<file path="config.mk">
export PLATFORM = sky130hd
export DESIGN_NAME = led_seq_ctrl
export DESIGN_NICKNAME = d
export VERILOG_FILES = /design/src/rtl/led_ctrl_pkg.sv /design/src/rtl/led_seq_ctrl_tick_prescaler.sv /design/src/rtl/led_seq_ctrl.sv
export SDC_FILE = /design/constraint.sdc
export NUM_CORES = 1
export LEC_CHECK = 0
export CAP_MARGIN = 20
export CELL_PAD_IN_SITES_DETAIL_PLACEMENT = 1
export CELL_PAD_IN_SITES_GLOBAL_PLACEMENT = 1
export CORE_MARGIN = 4
export CORE_UTILIZATION = 45
export DETAILED_ROUTE_END_ITERATION = 16
export PLACE_DENSITY_LB_ADDON = 0.1
export SYNTH_ARGS = -nofsm -noshare
export SYNTH_HDL_FRONTEND = slang
export SYNTH_SLANG_ARGS = --single-unit
</file>
<file path="constraint.sdc">
create_clock -name clk -period 4.3 [get_ports clk]
set_input_delay 0.86 -clock clk [delete_from_list [all_inputs] [get_ports clk]]
set_output_delay 0.86 -clock clk [all_outputs]
set_load 0.1 [all_outputs]
</file>
<file path="src/rtl/led_ctrl_pkg.sv">
// Shared definitions for the LED sequencer: opcodes, FSM encoding, widths,
// the command payload and the step-period helper.
package led_ctrl_pkg;

  localparam int unsigned OP_W  = 3;
  localparam int unsigned ARG_W = 8;
  localparam int unsigned LED_W = 8;
  localparam int unsigned SPD_W = 2;
  localparam int unsigned PRE_W = 32;

  typedef enum logic [OP_W-1:0] {
    OP_NOP       = 3'd0,
    OP_START     = 3'd1,
    OP_STOP      = 3'd2,
    OP_SET_DIR   = 3'd3,
    OP_LOAD      = 3'd4,
    OP_SET_SPEED = 3'd5,
    OP_CLEAR     = 3'd6,
    OP_RSVD      = 3'd7
  } cmd_op_e;

  typedef enum logic [1:0] {
    ST_IDLE = 2'd0,
    ST_RUN  = 2'd1,
    ST_HOLD = 2'd2
  } seq_state_e;

  typedef struct packed {
    cmd_op_e          op;
    logic [ARG_W-1:0] arg;
  } cmd_t;

  // Step period: base frequency halved per speed level, never below one cycle.
  function automatic logic [PRE_W-1:0] step_period(input logic [PRE_W-1:0] freq,
                                                   input logic [SPD_W-1:0] spd);
    logic [PRE_W-1:0] p;
    p = freq >> spd;
    return (p == '0) ? PRE_W'(1) : p;
  endfunction

endpackage

</file>
<file path="src/rtl/led_seq_ctrl_tick_prescaler.sv">
// tick_prescaler: free-running step-period counter.
// Ports:
//   clk, rst_n  clock, synchronous active-low reset
//   enable      advance the count this cycle (wraps to 0 at period-1)
//   clear       force the count to 0 (wins over enable)
//   period      current step period in cycles (>= 1)
//   tc_c        combinational terminal-count strobe (count == period-1)
module tick_prescaler
  import led_ctrl_pkg::*;
(
  input  logic             clk,
  input  logic             rst_n,
  input  logic             enable,
  input  logic             clear,
  input  logic [PRE_W-1:0] period,
  output logic             tc_c
);

  logic [PRE_W-1:0] cnt_q;

  assign tc_c = (cnt_q == (period - PRE_W'(1)));

  // Count register; holding enable low freezes the value for resume.
  always_ff @(posedge clk) begin
    if (!rst_n) begin
      cnt_q <= '0;
    end else if (clear) begin
      cnt_q <= '0;
    end else if (enable) begin
      cnt_q <= tc_c ? '0 : (cnt_q + PRE_W'(1));
    end
  end

endmodule

</file>
<file path="src/rtl/led_seq_ctrl.sv">
// led_seq_ctrl: command-driven 8-bit LED counter sequencer.
// Optional build macro: LED_SEQ_BOUNCE_EN -- bounce at 0x00/0xFF instead of
// wrapping modulo 256.
// Ports:
//   clk, rst_n          clock, synchronous active-low reset
//   cmd_valid/cmd_ready command handshake (ready drops only on a step cycle)
//   cmd_op, cmd_arg     opcode and argument
//   leds                current counter value (registered)
//   running             high while in RUN (registered)
//   dir                 0 = up, 1 = down (registered)
//   tick                pulse in the first cycle of a new stepped leds value
//   wrap                pulse with tick when the step crossed an end
module led_seq_ctrl
  import led_ctrl_pkg::*;
#(
  parameter int unsigned CLK_FREQ = 25_000_000
) (
  input  logic             clk,
  input  logic             rst_n,
  input  logic             cmd_valid,
  output logic             cmd_ready,
  input  logic [OP_W-1:0]  cmd_op,
  input  logic [ARG_W-1:0] cmd_arg,
  output logic [LED_W-1:0] leds,
  output logic             running,
  output logic             dir,
  output logic             tick,
  output logic             wrap
);

  seq_state_e       state_q, state_d;
  logic [LED_W-1:0] leds_q, leds_d;
  logic             dir_q, dir_d;
  logic [SPD_W-1:0] spd_q, spd_d;
  logic             tick_q, tick_d;
  logic             wrap_q, wrap_d;
  logic             running_q;

  logic             pre_en, pre_clr, pre_tc_c;
  logic [PRE_W-1:0] period_c;
  logic             step_c, accept_c, at_end_c;
  cmd_t             cmd_c;

  assign cmd_c    = '{op: cmd_op_e'(cmd_op), arg: cmd_arg};
  assign period_c = step_period(PRE_W'(CLK_FREQ), spd_q);

  // A step and a command never share a cycle: refuse commands on step cycles.
  assign step_c    = (state_q == ST_RUN) && pre_tc_c;
  assign cmd_ready = !step_c;
  assign accept_c  = cmd_valid && cmd_ready;
  assign at_end_c  = dir_q ? (leds_q == '0) : (leds_q == '1);

  tick_prescaler u_prescaler (
    .clk    (clk),
    .rst_n  (rst_n),
    .enable (pre_en),
    .clear  (pre_clr),
    .period (period_c),
    .tc_c   (pre_tc_c)
  );

  // FSM state register
  always_ff @(posedge clk) begin
    if (!rst_n) begin
      state_q <= ST_IDLE;
    end else begin
      state_q <= state_d;
    end
  end

  // Next-state, datapath and prescaler control
  always_comb begin
    state_d = state_q;
    leds_d  = leds_q;
    dir_d   = dir_q;
    spd_d   = spd_q;
    tick_d  = 1'b0;
    wrap_d  = 1'b0;
    pre_en  = (state_q == ST_RUN);
    pre_clr = 1'b0;

    if (accept_c) begin
      unique case (cmd_c.op)
        OP_START: begin
          // Entering RUN does not count the entry cycle; HOLD resumes its value.
          if (state_q != ST_RUN) begin
            state_d = ST_RUN;
            pre_en  = 1'b0;
          end
        end
        OP_STOP: begin
          if (state_q == ST_RUN) begin
            state_d = ST_HOLD;
            pre_en  = 1'b0;
          end
        end
        OP_SET_DIR: dir_d = cmd_c.arg[0];
        OP_LOAD: begin
          leds_d  = cmd_c.arg;
          pre_clr = 1'b1;
        end
        OP_SET_SPEED: begin
          spd_d   = cmd_c.arg[SPD_W-1:0];
          pre_clr = 1'b1;
        end
        OP_CLEAR: begin
          state_d = ST_IDLE;
          leds_d  = '0;
          pre_clr = 1'b1;
        end
        default: ;
      endcase
    end else if (step_c) begin
      tick_d = 1'b1;
      wrap_d = at_end_c;
`ifdef LED_SEQ_BOUNCE_EN
      if (at_end_c) begin
        dir_d  = ~dir_q;
        leds_d = dir_q ? (leds_q + LED_W'(1)) : (leds_q - LED_W'(1));
      end else begin
        leds_d = dir_q ? (leds_q - LED_W'(1)) : (leds_q + LED_W'(1));
      end
`else
      leds_d = dir_q ? (leds_q - LED_W'(1)) : (leds_q + LED_W'(1));
`endif
    end
  end

  // Output and configuration registers
  always_ff @(posedge clk) begin
    if (!rst_n) begin
      leds_q    <= '0;
      dir_q     <= 1'b0;
      spd_q     <= '0;
      tick_q    <= 1'b0;
      wrap_q    <= 1'b0;
      running_q <= 1'b0;
    end else begin
      leds_q    <= leds_d;
      dir_q     <= dir_d;
      spd_q     <= spd_d;
      tick_q    <= tick_d;
      wrap_q    <= wrap_d;
      running_q <= (state_d == ST_RUN);
    end
  end

  assign leds    = leds_q;
  assign dir     = dir_q;
  assign tick    = tick_q;
  assign wrap    = wrap_q;
  assign running = running_q;

endmodule
</file>
==> flow_summary.toml <==
[cts]
cts_inserted_buffers = 5
cts-root-buf = "clkbuf_8"
cts_hold_buf = 0
post_cts_resize_count = 0
clk_latency_ns = 0.31
clkSinkCount = 48
path_clk_slew_ns = 0.09
cts.path.max_buffers = 2
h-tree-depth = 2
post_cts_buffers = 0
cts_tree = "yes"

[placed_design]
gp_congestion = 0.832
io_buffers = 26
dpl_cell_area_um2 = 3310
dp_hpwl_um = 6250

[floorplan]
start_util_pct = 46.7
coreArea_um2 = 6390
die_h_um = 89.5
row_count = 29
die_w_um = 89.5
die_area_um2 = 8000
io_pins = 27

[global_route]
grt_max_degree = 25
grt_pass1_vias = 2986
grt_pass1_wl_um = 14400
grt_usage_pct = 23.0
antenna_found_initial = 0
grt_overflow_total = 0

[pwr]
ir_worst_vdd_mv = 0.156
p_per_area_nw_per_um2 = 251
p_leak_uw = 0.00110

[drt]
ant_nets = 0
drt_iter0_markers = 134
vias = 2971
route.detailed.drc = 0
routed_wl_um = 8340
drtPass1Iterations = 4
viasPerCell = 6.22
routedWlPerCell_um = 17.4

[setup_path]
worst_path_max_delay_cell = "or4_1"
path_cells = "and2_1 > inv_1 > ha_1 > xnor2_1 > a21oi_1 > nand4bb_1 > or4_1 > nor2_2 > inv_1 > buf_4"
cp_common_cell = "inv_1"
path_class = "reg -> out"
cp_num_buf_inv = 3
startpoint_type = "flip-flop"
critPathMaxFanout = 13
max_stage_delay_ns = 0.70
crit_required_ns = 3.44
path_delay_family = "simple AND/OR/NAND/NOR gates"
cp-end-kind = "primary output"
worstPathArrival_ns = 3.17

[sta]
min_period_ns = 4.03
hold_violations = 0
clock.fmax_mhz = 248
worst-slew-pin-transition_ns = 1.03
period_share_pct = 93.6
slew_violations = 0
skew_ns = 0.0132
final.setup.tns_ns = 0
finalSetupViolations = 0
relSlewSlack_pct = 30.9
rsz0062_at_grt = "no"

[final_layout]
final_cell_area_um2 = 3400
synthToLayoutAreaGrowth_pct = 13.7
drive_above_1_share_pct = 5.24
final_cell_mix = "dfxtp_1 (48), nand2_1 (35), a21oi_1 (30), clkdlybuf4s50_1 (25), or3_1 (20)"
fillers = 797
final_nets = 423
antennaDiodeCount = 0
final_common_cell = "dfxtp_1"

[synthesis]
seq_area_frac_synth_pct = 32.2
yosysWarningCount = 0
synthFlopType = "dfxtp_1"
synth_top_family_by_area = "simple AND/OR/NAND/NOR gates"
yosys.area.top_type_share_pct = 32.2
async_reset_ff_share_pct = 0
synth_nets = 401
avgSynthCellArea_um2 = 7.90
synthSimpleGateAreaFrac_pct = 29.9
syn_area_um2 = 2990
synthMuxAreaShare_pct = 1.34
yosysTopAreaCell = "dfxtp_1"
yosys-top-cells-area = "dfxtp_1 (32%), a21oi_1 (5.0%), nand2_1 (4.4%), or3_1 (4.2%), ha_1 (3.4%)"
synth-seq-cells = 48
synth_edf_count = 0
synthXorXnorAreaFrac_pct = 3.52
synth_compound_area_share_pct = 24.8
synth_cells = 378
ys_types = 61
synthAdderAreaFrac_pct = 4.02

[worst_hold_path]
hp-class = "reg -> reg"

[outcome]
outcome = "finished clean"

[job]
maxCapViolCount = 0
==> sequential cells by signal, indices dropped and copies added (netlist names) <==
name               count
wrap                   1
u_prescaler.cnt_q     32
tick                   1
spd_q                  2
leds                   8
state_q                2
running                1
dir                    1
==> worst min-delay path, stage by stage (launching register included) <==
cell and delay (ns):
dfxtp_1 0.34, o31ai_1 0.06, a21oi_1 0.06
==> final timing paths <==
path	cells after the start	start	slack (ns)	to
setup reg to reg	11	spd_q[1]	1.00	u_prescaler.cnt_q[18]
setup / recovery	10	spd_q[1]	0.27	cmd_ready
hold / removal	2	u_prescaler.cnt_q[31]	0.50	u_prescaler.cnt_q[31]
hold reg to reg	2	u_prescaler.cnt_q[31]	0.50	u_prescaler.cnt_q[31]
==> power breakdown <==
part | switching (uW) | internal, uW
Combinational | 74.5 | 37.3
Sequential | 9.24 | 450
Clock | 150 | 131
==> cell usage after synthesis (2+ instances only) <==
cell and number:
a211oi_1 3, a21o_1 3, a21oi_1 30, a22oi_1 3, a31oi_1 5, and2_1 8
and3_1 4, buf_1 3, buf_2 3, clkbuf_1 8, dfxtp_1 48, ha_1 8
inv_1 16, mux2i_1 4, nand2_1 35, nand2b_1 4, nand3_1 13, nand3b_1 3
nand4_1 11, nand4b_1 2, nor2_1 18, nor2b_1 11, nor3_1 6, nor3b_1 5
nor4_1 6, o2111ai_1 5, o211ai_1 7, o21a_1 3, o21ai_0 19, o21ai_1 13
o2bb2ai_1 2, o31ai_1 4, or3_1 20, or4_1 8, xnor2_1 6, xor2_1 6
==> layer usage <==
metal | GRT usage, % | wire, um | up-vias
met5 | 0 | 0 | -
met4 | 8.80 | 206 | 0
met3 | 3.59 | 262 | 14
met2 | 40.3 | 4170 | 52
met1 | 28.1 | 3710 | 1460
li1 | - | - | 1445
==> through the flow <==
step                setup WS (ns)  instances  total power (uW)  utilization, %  hold WS, ns
global placement            0.714        470               579            51.8        0.476
detailed placement          0.627        470               581            51.8        0.485
CTS                         0.267        478               861            53.2        0.499
finish                      0.274        478               852            53.2        0.497
global route               0.0372        478               893            53.2        0.548
floorplan                   0.841        378               543               -        0.453
==> area by class of cell <==
type                            instances  area [um^2]  share of cell area (%)
Tap cell                               77         96.3                    2.84
Inverter                               17         63.8                    1.88
Timing Repair Buffer                   30          288                    8.47
Clock buffer                            8         90.1                    2.65
Sequential cell                        48          961                    28.3
Multi-Input combinational cell        298         1900                    55.9
==> cell families after synthesis <==
group	after synthesis
adder cells (fa/ha/maj)	9
XOR/XNOR	12
AND/OR/NAND/NOR	160
flip-flops	48
buffers and inverters	32
AO/OA/AOI/OAI	113
multiplexers	4
(Power assumes the default switching activity.)
